### src/rtl/lut_tt_capture.sv
// Exhaustive truth-table capture engine: sweeps x_o over every LUT input vector, waits for the
// response to settle, and streams each captured f_i out with its index and a running signature.
module lut_tt_capture #(
  parameter int unsigned N_INPUTS      = 10,
  parameter int unsigned OUT_WIDTH     = 11,
  parameter int unsigned SETTLE_CYCLES = 1
) (
  input  logic                 clk,
  input  logic                 rst_n,
  input  logic                 start,
  input  logic                 abort,
  output logic [N_INPUTS-1:0]  x_o,
  input  logic [OUT_WIDTH-1:0] f_i,
  output logic                 m_valid,
  input  logic                 m_ready,
  output logic [OUT_WIDTH-1:0] m_data,
  output logic [N_INPUTS-1:0]  m_index,
  output logic                 m_last,
  output logic                 busy,
  output logic                 done,
  output logic [OUT_WIDTH-1:0] signature
);

  localparam int unsigned           CntW    = $clog2(SETTLE_CYCLES + 1);
  localparam logic [CntW-1:0]       CntLast = CntW'(SETTLE_CYCLES - 1);
  localparam logic [N_INPUTS-1:0]   IdxLast = '1;

  typedef enum logic [1:0] {StIdle, StSettle, StOutput, StDone} state_e;

  state_e               state_q, state_d;
  logic [CntW-1:0]      cnt_q, cnt_d;
  logic [N_INPUTS-1:0]  x_q, x_d;
  logic [N_INPUTS-1:0]  idx_q, idx_d;
  logic [OUT_WIDTH-1:0] data_q, data_d;
  logic [OUT_WIDTH-1:0] sig_q, sig_d;
  logic                 settled;
  logic                 kill;

  assign settled = (cnt_q == CntLast);
  // Abort wins over everything, including a handshake on the same edge.
  assign kill    = abort && (state_q != StIdle);

  always_ff @(posedge clk or negedge rst_n) begin
    if (!rst_n) begin
      state_q <= StIdle;
    end else begin
      state_q <= state_d;
    end
  end

  always_comb begin
    state_d = state_q;
    if (kill) begin
      state_d = StIdle;
    end else begin
      case (state_q)
        StIdle:   if (start) state_d = StSettle;
        StSettle: if (settled) state_d = StOutput;
        StOutput: if (m_ready) state_d = (idx_q == IdxLast) ? StDone : StSettle;
        StDone:   state_d = StIdle;
        default:  state_d = StIdle;
      endcase
    end
  end

  always_comb begin
    m_valid   = (state_q == StOutput);
    m_last    = (state_q == StOutput) && (idx_q == IdxLast);
    busy      = (state_q != StIdle);
    done      = (state_q == StDone);
    x_o       = x_q;
    m_data    = data_q;
    m_index   = idx_q;
    signature = sig_q;
  end

  always_comb begin
    cnt_d  = cnt_q;
    x_d    = x_q;
    idx_d  = idx_q;
    data_d = data_q;
    sig_d  = sig_q;
    if (!kill) begin
      case (state_q)
        StIdle: begin
          if (start) begin
            x_d   = '0;
            cnt_d = '0;
            sig_d = '0;
          end
        end
        StSettle: begin
          if (settled) begin
            data_d = f_i;
            idx_d  = x_q;
          end else begin
            cnt_d = cnt_q + 1'b1;
          end
        end
        StOutput: begin
          if (m_ready) begin
            sig_d = {sig_q[OUT_WIDTH-2:0], sig_q[OUT_WIDTH-1]} ^ data_q;
            // x_o parks at the final index after the last beat, so it never wraps.
            if (idx_q != IdxLast) begin
              x_d   = x_q + 1'b1;
              cnt_d = '0;
            end
          end
        end
        default: ;
      endcase
    end
  end

  always_ff @(posedge clk or negedge rst_n) begin
    if (!rst_n) begin
      cnt_q  <= '0;
      x_q    <= '0;
      idx_q  <= '0;
      data_q <= '0;
      sig_q  <= '0;
    end else begin
      cnt_q  <= cnt_d;
      x_q    <= x_d;
      idx_q  <= idx_d;
      data_q <= data_d;
      sig_q  <= sig_d;
    end
  end

endmodule

### config.mk
export PLATFORM = sky130hd
export DESIGN_NAME = lut_tt_capture
export DESIGN_NICKNAME = d
export VERILOG_FILES = /design/src/rtl/lut_tt_capture.sv
export SDC_FILE = /design/constraint.sdc
export NUM_CORES = 1
export LEC_CHECK = 0
export BUFFER_PORTS_ARGS = -buffer_cell sky130_fd_sc_hd__buf_2
export CAP_MARGIN = 20
export CORE_MARGIN = 2
export CORE_UTILIZATION = 25
export CTS_BUF_LIST = sky130_fd_sc_hd__clkbuf_2 sky130_fd_sc_hd__clkbuf_4 sky130_fd_sc_hd__clkbuf_8
export DETAILED_ROUTE_END_ITERATION = 10
export PLACE_DENSITY_LB_ADDON = 0.3
export SETUP_SLACK_MARGIN = 0.4
export SLEW_MARGIN = 5
export SYNTH_ARGS = -nofsm -noshare
export SYNTH_HDL_FRONTEND = slang
export SYNTH_SLANG_ARGS = --single-unit
export TNS_END_PERCENT = 5
### constraint.sdc
create_clock -name clk -period 3.5 [get_ports clk]
set_input_delay 0.7 -clock clk [delete_from_list [all_inputs] [get_ports clk]]
set_output_delay 0.7 -clock clk [all_outputs]
set_load 0.03 [all_outputs]
Yosys cells after proc, flatten, opt, wreduce, memory -nomap -nowiden
Cells that the tools add are included.
W data, S select, Z words.
{"block": "totals", "register_bits": 45, "out_inout_bits": 46, "wordCells": 51}
{"block": "op_classes", "n_eq_ne": 11, "n_addsub": 2, "n_bitwise": 3, "n_reduce_logical": 11, "mux": 18}
{"op": "$mux W10", "n": 3}
{"op": "$mux W11", "n": 2}
{"op": "$pmux W11 S2", "n": 1}
{"op": "$pmux W10 S2", "n": 1}
{"op": "$xor A11 B11 Y11", "n": 1}
{"op": "$add A10 B1 Y10 const B", "n": 1}
{"op": "$eq A10 B10 Y1 const B", "n": 1}
{"op": "$mux W2", "n": 5}
{"op": "$ne A10 B10 Y1 const B", "n": 1}
{"op": "$reduce_and A5 Y1", "n": 2}
{"op": "$pmux W2 S4", "n": 1}
{"op": "$ne A3 B3 Y1 const B", "n": 2}
{"op": "$reduce_and A3 Y1", "n": 2}
{"op": "$eq A2 B2 Y1 const B", "n": 2}
{"op": "$mux W1", "n": 4}
{"op": "$ne A2 B1 Y1 const B", "n": 2}
{"op": "$reduce_and A4 Y1", "n": 1}
{"op": "$reduce_bool A2 Y1", "n": 2}
{"op": "$ne A3 B1 Y1 const B", "n": 1}
{"op": "$pmux W1 S3", "n": 1}
{"op": "$reduce_bool A3 Y1", "n": 1}
{"op": "$eq A2 B1 Y1 const B", "n": 1}
{"op": "$logic_and A1 B1 Y1", "n": 2}
{"op": "$logic_not A2 Y1", "n": 1}
{"op": "3 further kinds", "n": 4}

Depth between registers and ports, before layout
Gate-level depths: netlist of the first run.
{"block": "logic_depth", "ltp_word": 5, "mapped_depth": 5, "ltp_nobuf": 4}

Worst setup path before layout of the first run
No wires, ideal clock.
{"block": "synth_timing", "kind": "register to output", "start": "register idx_q[6], in the netlist m_index[6]", "end": "output m_last", "path_slack_ps": 1461, "t_arrival_ps": 1339, "n_path_buf": 1, "stages_incl_launch_ff": 4, "path_cell_list": "dfrtp_1 -> nand4_1 -> nor4_4 -> buf_6"}
{"block": "synth_via", "elab_chain_len": 2}
{"element": "start, declared", "line": "33", "source": "logic [N_INPUTS-1:0] idx_q, idx_d;"}
{"element": "start signal, assigned", "line": "125", "source": "idx_q <= idx_d;"}
{"element": "$eq A10 B10 Y1", "line": "68", "source": "m_last = (state_q == StOutput) && (idx_q == IdxLast);"}
{"element": "$logic_and A1 B1 Y1", "line": "68"}
{"element": "end, declared", "line": "18", "source": "output logic m_last,"}
No other way between the ends.

Worst setup path in the final report of the first run
{"block": "layout_timing", "start": "register state_q[0]", "end": "output m_last"}
{"block": "layout_via", "elab_chain_len": 2}
{"element": "start, declared", "line": "30", "source": "state_e state_q, state_d;"}
{"element": "start signal, assigned", "line": "45", "source": "state_q <= StIdle;"}
{"element": "start signal, assigned", "line": "47", "source": "state_q <= state_d;"}
{"element": "$eq A2 B2 Y1", "line": "68"}
{"element": "$logic_and A1 B1 Y1", "line": "68"}
No other way between the ends.

==> impl_results.md, run 1 <==
* Worst-Margin Slew at 0.581 ns
* CP Max Fanout at 18
* Period utilization at 70.0%
* I/O pin cnt at 62
* Proportion of layout cells with a drive suffix above 1 at 34.7%
* Layout Nets at 252
* Initial antenna violation count at 0
* #FFs+latches synth at 44
* Cells after Synth at 170
* Slew headroom at 61.2%
* CTS tree: built
* Final wirelength at 4.53 mm
* Vias in the first global route at 1,449
* Via count at 1,534
* Clock Skews at 0.00644 ns
* Status: finished clean
* Max Transition Viols Final at 0
* Critical Path Sink Type: output port
* Post-layout util at 33.1%
* Clk_lat worst skew at 0.29 ns
* Worst VDD drop at 239 uV
* CTS sink cnt at 44
* Grt ovf at 0
* Chip width at 93.7 um
* Post-Place Cells at 329
* Non-filler cells, final at 338
* Cell Area, Synth at 2010 sq um
* Sequential share of the synthesized area at 54.8%
* Final WS setup at 1.05 ns
* Die ar. at 8770 sq um
* Hold Crit Class: in -> async
* Routed Antenna Nets at 0
* Startpoint class of the critical path: flip-flop
* WS Path Type: reg -> out
* Clk buf depth at 2
* GP Congestion at 0.761
* First-pass DRT Iterations at 7
* Largest net degree at the start of global routing at 45
* First-pass GRT wire length at 7.54 mm
* Max-Cap Viols at 0
* CTS Hold Bufs at 0
* Root Buffer: clkbuf_8
* Dpl ws at 1.36 ns
* DRC at 0
* Area grow syn2layout at 28.1%
* Post-DP HPWL at 3.28 mm
* Synth Warn # at 0
* Net count after synthesis at 187
* Std-Cell Rows at 32
* Library cells used by synthesis at 29
* Pwr per Cell Area at 576 nW/um^2
* Vias per cell at 4.54
* Setup TNS at 0 ns
* DR WL/cell at 13.4 um
* Core Box Area at 7770 sq um
* Syn Area/Cell at 11.8 sq um
* IO buf count at 61
* Period minus WS final at 2.45 ns
* GRT Overall Usage at 11.0%
* Max Fclk at 0.408 GHz
* Die H at 93.7 um
* Post-CTS Setup Inserts at 0
* Final Hold Viols at 0
* Antenna Cells at 0
* Final setup vio count at 0
* Clock transition at path regs at 0.09 ns
* LEAKAGE at 1.27 nW
* Post-CTS Resized at 0
* Initial core utilization at 25.9%
* WP data arrival at 1.75 ns
* Starting DRT DRC Count at 60
* RSZ-0062 raised after global routing: no
* CTS Buf Count at 5
* CP required at 2.80 ns
* H-tree lvl count at 2
## metrics by stage
step	hold WS [ns]	power [W]	instance area [sq um]
6_report	0.248	0.00148	2570
5_1_grt	0.237	0.00157	2570
4_1_cts	0.525	0.00151	2550
3_5_place_dp	0.504	0.00109	2430
3_3_place_gp	0.490	0.00108	2430
2_1_floorplan	0.404	0.000947	2010
## layer usage
metal | track usage, % | up-vias | part of all wire, %
met5 | 0 | - | 0
met4 | 3.86 | 0 | 1.4
met3 | 3.29 | 4 | 6.0
met2 | 16.4 | 40 | 47
met1 | 15.3 | 753 | 46
li1 | - | 737 | -
## synthesized netlist by cell type (all sizes together)
cell    count  area (sq um)
dfrtp      44          1100
mux2       22           248
nand2      20          75.1
o31ai      16           120
xnor2      11          96.3
buf         7          41.3
nor2        6          22.5
a21oi       5          25.0
or4         5          37.5
inv         4          15.0
nand4       4          25.0
mux2i       3          30.0
nor3        3          15.0
o21ai       3          15.0
or2         3          18.8
nand2b      2          20.0
nand3       2          10.0
nor3b       2          15.0
and2        1          6.26
and3        1          6.26
and4        1          8.76
and4bb      1          12.5
clkbuf      1          3.75
ha          1          12.5
nor4        1          21.3
o211ai      1          7.51
## cell type report
type / instances / area (sq um)
clock inverters: 2 / 38.8
inverters: 4 / 15.0
multi-input cells: 114 / 853
clock buffers: 6 / 82.6
fillers: 828 / 5190
flip-flops and latches: 44 / 1100
well taps: 102 / 128
repair buffers: 66 / 355
## layout by cell type, fill, tap and decap left out
master / Yosys / layout
o31ai_1: 16 / 16
or2_2: 3 / 3
nand2b_4: 1 / 1
nand3_1: 2 / 2
inv_1: 4 / 4
xnor2_1: 11 / 11
clkbuf_8: 0 / 6
nand2b_1: 1 / 1
nor2_2: 0 / 2
ha_1: 1 / 1
or4_1: 5 / 5
nor4_4: 1 / 1
clkinv_4: 0 / 1
mux2i_1: 3 / 3
dfrtp_1: 44 / 44
and3_1: 1 / 1
and2_1: 1 / 1
nor2_1: 6 / 4
mux2_2: 1 / 1
nor3b_1: 2 / 2
buf_4: 0 / 4
nand4_1: 4 / 4
a21oi_1: 5 / 5
o211ai_1: 1 / 1
and4bb_1: 1 / 1
buf_2: 6 / 61
bufinv_16: 0 / 1
o21ai_1: 3 / 3
mux2_1: 21 / 21
and4_1: 1 / 1
nor3_1: 3 / 3
buf_12: 0 / 1
nand2_1: 20 / 20
## kinds of logic (layout without fill, tap and decap cells)
| group | Yosys count | in the layout | share of synthesized area [%] |
|---|---|---|---|
| compound gates | 25 | 25 | 8.34 |
| xor+xnor | 11 | 11 | 4.79 |
| fa+ha+maj | 1 | 1 | 0.623 |
| buf+inv | 12 | 78 | 2.99 |
| flops | 44 | 44 | 54.8 |
| mux | 25 | 25 | 13.8 |
| simple gates | 52 | 52 | 14.6 |
## final timing paths
path | from | to | slack, ns | cells past startpoint
max | state_q[0]$_DFFE_PN0P_ | m_last | 1.05 | 4
min | rst_n | m_index[2]$_DFFE_PN0P_ | 0.25 | 1
max reg2reg | state_q[1]$_DFFE_PN0P_ | m_data[4]$_DFFE_PN0P_ | 1.58 | 4
min reg2reg | m_index[9]$_DFFE_PN0P_ | m_index[9]$_DFFE_PN0P_ | 0.52 | 1
max in group asynchronous | rst_n | m_data[2]$_DFFE_PN0P_ | 2.79 | 2
min in group clk | m_index[9]$_DFFE_PN0P_ | m_index[9]$_DFFE_PN0P_ | 0.52 | 1
## power by group
group / switching [W] / leakage [nW] / total, W / internal, W
clock network: 0.000178 / 0.0614 / 0.000412 / 0.000234
logic: 0.000270 / 0.625 / 0.000422 / 0.000151
registers: 0.0000710 / 0.585 / 0.000650 / 0.000579
## critical path, stage by stage (launching register included)
cell	delay, ns
dfrtp_1	0.44
nand2b_4	0.25
nor4_4	0.29
buf_4	0.25
buf_2	0.23
## registers in the layout, indices dropped and copies added (netlist names)
register / cells
m_data: 11
signature: 11
m_index: 10
x_o: 10
state_q: 2
(Power assumes the default switching activity.)
==> inputs of run 2 (changes only) <==
Clock period 3.5 ns to 2.5 ns, I/O delays scaled along.
==> run 2 against run 1 <==
Clock power rose by 12%. Die area did not move. Via count rose by 0.85%. Flip-flop and latch count did not move. Hold slack got worse by 0.059 ns. Critical path type unchanged. Critical endpoint unchanged.
==> impl_results.md, run 2 (synthesis results as in run 1) <==
* Largest net degree at the start of global routing at 28
* Initial core utilization at 25.9%
* Setup TNS at 0 ns
* WS Path Type: reg -> out
* Proportion of layout cells with a drive suffix above 1 at 35.3%
* Max-Cap Viols at 0
* Layout Nets at 254
* IO buf count at 61
* Fill cells at 824
* Worst-Margin Slew at 0.560 ns
* Chip width at 93.7 um
* Post-layout util at 32.8%
* Hold_ws at 0.189 ns
* Hold Crit Class: in -> async
* RSZ-0062 raised after global routing: no
* Core Box Area at 7770 sq um
* Initial antenna violation count at 0
* Clock Skews at 0.00235 ns
* DR WL/cell at 13.5 um
* Std-Cell Rows at 32
* Final setup vio count at 0
* GRT Overall Usage at 11.2%
* Routed Antenna Nets at 0
* WP data arrival at 1.49 ns
* Final Hold Viols at 0
* Startpoint class of the critical path: flip-flop
* Final wirelength at 4.61 mm
* Post-DP HPWL at 3.39 mm
* LEAKAGE at 1.27 nW
* Clk buf depth at 2
* Vias per cell at 4.55
* First-pass GRT wire length at 7.63 mm
* Die H at 93.7 um
* Slew headroom at 62.6%
* Critical Path Sink Type: output port
* Crit path launch: m_index[3]$_DFFE_PN0P_
* Antenna Cells at 0
* Pwr per Cell Area at 768 nW/um^2
* Clock transition at path regs at 0.08 ns
* I/O pin cnt at 62
* CTS Buf Count at 5
* First-pass DRT Iterations at 4
* R2r startpoint: state_q[0]$_DFFE_PN0P_
* H-tree lvl count at 2
* Most frequent cells in the layout: buf_2 (60), dfrtp_1 (44), mux2_1 (21)
* Root Buffer: clkbuf_8
* Most common cell after layout, fill and taps aside: buf_2
* CTS sink cnt at 44
* Post-CTS Setup Inserts at 0
* Via count at 1,547
* Post-route cell area at 2550 sq um
* Status: finished clean
* Die ar. at 8770 sq um
* Grt ovf at 0
* CP required at 2.00 ns
* DRC at 0
* GP Congestion at 0.735
* Clk_lat worst skew at 0.29 ns
* Max Fclk at 0.504 GHz
* Vias in the first global route at 1,427
* Max Transition Viols Final at 0
* CTS tree: built
* Period minus WS final at 1.99 ns
* Worst VDD drop at 397 uV
* Period utilization at 79.4%
* Placed cell area at 2450 sq um
* CP Max Fanout at 3
* Area grow syn2layout at 26.9%
* Starting DRT DRC Count at 58
-- run 2: stage by stage --
step	power, W	std cells	setup slack (ns)
5_1_grt	0.00209	340	0.420
3_5_place_dp	0.00153	332	0.599
6_report	0.00196	340	0.515
3_3_place_gp	0.00152	332	0.577
4_1_cts	0.00200	340	0.461
2_1_floorplan	0.00133	170	0.661
-- run 2: where the power goes --
| part | leakage (nW) | internal [W] | switching [W] | total, W |
|---|---|---|---|---|
| Sequential | 0.585 | 0.000811 | 0.0000982 | 0.000909 |
| Clock | 0.0510 | 0.000221 | 0.000243 | 0.000463 |
| Combinational | 0.631 | 0.000213 | 0.000375 | 0.000587 |
-- run 2: critical path: stages, from the launching register on --
cell and delay [ns]:
dfrtp_1 0.38, nand4_1 0.19, nor4_4 0.40, buf_4 0.22
-- run 2: cell type report --
| type | instances | area (sq um) | share of cell area [%] |
|---|---|---|---|
| Tap cell | 102 | 128 | 5.00 |
| Clock buffer | 6 | 82.6 | 3.24 |
| Timing Repair Buffer | 68 | 360 | 14.1 |
| Multi-Input combinational cell | 114 | 853 | 33.5 |
| Sequential cell | 44 | 1100 | 43.2 |
| Clock inverter | 2 | 10.0 | 0.393 |
| Inverter | 4 | 15.0 | 0.589 |
-- run 2: layer usage --
layer / vias up / share of wire, % / track usage (%)
met5: - / 0 / 0
li1: 745 / - / -
met4: 0 / 1.2 / 3.62
met3: 6 / 4.8 / 2.73
met1: 752 / 48 / 16.1
met2: 44 / 46 / 16.7
-- run 2: repair_timing --
item,4_1_cts,5_1_grt
setup endpoints to repair,1,0
hold buffers,0,0
gates resized for setup,1,0
-- run 2: final timing paths --
| check | slack, ns | end | depth (start not counted) |
|---|---|---|---|
| min | 0.19 | m_index[1]$_DFFE_PN0P_ | 1 |
| max reg2reg | 0.72 | x_o[6]$_DFFE_PN0P_ | 5 |
| min reg2reg | 0.51 | m_index[8]$_DFFE_PN0P_ | 1 |
| min in group clk | 0.39 | state_q[1]$_DFFE_PN0P_ | 2 |
| max | 0.51 | m_last | 3 |
| max in group asynchronous | 1.74 | signature[5]$_DFFE_PN0P_ | 2 |
==> inputs of run 3 (changes only) <==
Settings changed: ABC_AREA set to 1.
Clock period 2.5 ns to 1.6 ns, I/O delays scaled along.
==> run 3 against run 2 <==
Utilization is 5.8 points higher. First-iteration DRC count fell by 59%. Register-to-register slack worse by 0.56 ns. Combinational power grew to 4.9 times the previous value. Synthesized cell count is 35% higher. Final area rose by 24%. Clock skew is 0.0022 ns higher. Worst setup slack worse by 0.45 ns. Non-clock buffer count up 14. Critical path depth is 3 higher. Sequential share of layout area down 7.6 points. Critical path type unchanged. Critical endpoint unchanged.
==> impl_results.md, run 3 <==
* Most frequent cells in the layout: nand2_1 (50), buf_6 (35), dfrtp_1 (25)
* Met3 usage at 3.29%
* Core Box Area at 8180 sq um
* Setup TNS at 0 ns
* CTS sink cnt at 44
* CP most frequent cell: inv_2
* CP Max Fanout at 2
* Clock transition at path regs at 0.08 ns
* Vias in the first global route at 1,726
* #FFs+latches synth at 44
* First-pass GRT wire length at 8.55 mm
* Grt ovf at 0
* Cell Area, Synth at 2110 sq um
* H-tree lvl count at 2
* Hold depth at 2
* Max-Cap Viols at 0
* CP max stage cell: dfrtp_1
* Period utilization at 95.8%
* Most common cell after layout, fill and taps aside: nand2_1
* Slew headroom at 79.4%
* Std-Cell Rows at 33
* Clock Skews at 0.00460 ns
* Chip width at 95.8 um
* Post-synthesis compound-gate area fraction at 16.6%
* GRT Overall Usage at 12.3%
* Post-layout power at 0.00563 W
* Post-synth top flop: dfrtp_1
* Startpoint class of the critical path: flip-flop
* Proportion of layout cells with a drive suffix above 1 at 45.3%
* Root Buffer: clkbuf_8
* CP bufs+invs at 3
* WP depth at 6
* Library cells used by synthesis at 23
* Fill cells at 836
* LEAKAGE at 1.50 nW
* Leading area contributor after synthesis: dfrtp_1
* CTS tree: built
* Largest family of logic cells by synthesized area: simple AND/OR/NAND/NOR gates
* Post-synth EDFFs at 0
* Routed Antenna Nets at 0
* Status: finished clean
* Via count at 1,862
* WP data arrival at 1.21 ns
* Starting DRT DRC Count at 24
* Post-DP HPWL at 3.77 mm
* Pwr per Cell Area at 1780 nW/um^2
* Die H at 95.8 um
* Synth async-reset ratio at 100%
* CP required at 1.28 ns
* Final setup vio count at 0
* Net count after synthesis at 246
* First-pass DRT Iterations at 4
* Simple-gate portion of the synthesized area at 17.3%
* Crit-path leading delay family: flip-flops
* Synth top cells by count: nand2_1 (55), dfrtp_1 (44), o21ai_0 (22), inv_1 (16), nand3_1 (14)
* I/O pin cnt at 62
* Clk buf depth at 2
* Layout Nets at 325
* Max Fclk at 0.652 GHz
* Cells after Synth at 229
* CTS Buf Count at 5
* Post-layout util at 38.7%
* Hold Crit Class: in -> reg
* Largest stage delay on the critical path at 0.40 ns
* Xor-xnor portion of the synthesized cell area at 0.416%
* Synth area leaders: dfrtp_1 (52%), nand2_1 (9.8%), mux2_1 (6.4%)
* DR WL/cell at 14.1 um
* Gr busiest metal: met2
* Worst VDD drop at 641 uV
* IO buf count at 61
* Final wirelength at 5.83 mm
* Synth Warn # at 0
* Met2 Use GR at 20.3%
* Worst-Margin Slew at 0.308 ns
* Clk_lat worst skew at 0.29 ns
* Global-route met1 utilization at 16.0%
* WS Path Type: reg -> out
* Area share of the largest cell type after synthesis at 52.3%
* Vias per cell at 4.50
* CP cell instances: inv_2 -> nand2_2 -> nor2_2 -> nand3_2 -> inv_2 -> buf_6
* Hold_ws at 0.233 ns
* Sequential share of the synthesized area at 52.3%
* Most numerous cell in the Yosys netlist: nand2_1
* Die ar. at 9180 sq um
* Syn Area/Cell at 9.20 sq um
* Initial antenna violation count at 0
* Final Hold Viols at 0
* Mux share of post-synthesis cell area at 6.41%
* Synth Area in Adders at 0.594%
* Initial core utilization at 25.8%
* Critical Path Sink Type: output port
* RSZ-0062 raised after global routing: yes
* Antenna Cells at 0
* Largest net degree at the start of global routing at 45
* DRC at 0
* GP Congestion at 0.729
* R2R cell count at 10
* Max Transition Viols Final at 0
* Area grow syn2layout at 50.1%
* Period minus WS final at 1.53 ns
[run 3: changes by cell type in the layout (fill, tap and decap cells not counted), sizes merged, moves of 11 or more]
| cell | previous run | this run |
|---|---|---|
| inv | 4 | 19 |
| nand2 | 20 | 59 |
| nand3 | 2 | 14 |
| o21ai | 3 | 35 |
| o31ai | 16 | 0 |
| xnor2 | 11 | 0 |
[run 3: per-layer routing]
metal / up-vias / share of wire (%)
li1: 931 / -
met2: 48 / 48
met4: 0 / 0.62
met1: 879 / 46
met5: - / 0
met3: 4 / 4.9
[run 3: cell type report]
cell class                 instances  area [sq um]  share of cell area [%]
clock buffer                       7          96.3                    3.05
sequential                        44          1120                    35.6
inverter                          19          76.3                    2.41
timing repair buffer              82           769                    24.3
multi-input combinational        156           933                    29.5
clock inverter                     1          30.0                   0.950
tap                              105           131                    4.16
[run 3: cells by family after synthesis]
logic type / count (synthesis)
XOR/XNOR: 1
AO/OA/AOI/OAI: 57
flip-flops: 44
buffers and inverters: 29
adder cells (fa/ha/maj): 1
AND/OR/NAND/NOR: 85
multiplexers: 12
[run 3: timing repair]
item / CTS / global route
setup buffers: 5 / 4
gates cloned: 1 / 2
pin swaps: 2 / 5
endpoints found under the hold margin: 7 / 0
hold buffers: 1 / 0
gates resized for setup: 11 / 127
setup endpoints to repair: 80 / 89
[run 3: metrics by stage]
| step | area, sq um | cells | worst slack, ns |
|---|---|---|---|
| floorplan | 2130 | 229 | 0.328 |
| global placement | 2610 | 393 | 0.196 |
| detailed placement | 2610 | 393 | 0.221 |
| CTS | 2820 | 408 | 0.0278 |
| global route | 3160 | 414 | -0.0244 |
| finish | 3160 | 414 | 0.0664 |
[run 3: power by group]
group	switching (W)	internal, W
Clock	0.000379	0.000551
Combinational	0.00162	0.00124
Sequential	0.000401	0.00144
[run 3: final timing paths]
path	start	end	slack [ns]
worst max-delay path	state_q[0]$_DFFE_PN0P_	m_last	0.07
min in group asynchronous	rst_n	m_data[2]$_DFFE_PN0P_	0.53
worst min-delay path	f_i[9]	m_data[9]$_DFFE_PN0P_	0.23
worst max register to register	state_q[0]$_DFFE_PN0P_	x_o[8]$_DFFE_PN0P_	0.16
worst min register to register	m_index[6]$_DFFE_PN0P_	m_index[6]$_DFFE_PN0P_	0.51
max in group asynchronous	rst_n	m_index[2]$_DFFE_PN0P_	0.82
[run 3: worst reg2reg max path, delay by kind of cell, from the launching register on]
kind	cells	cell delay (ns)
and+or+nand+nor	6	0.51
DFF	1	0.40
buffers and inverters	3	0.37
AOI/OAI and AO/OA	1	0.05
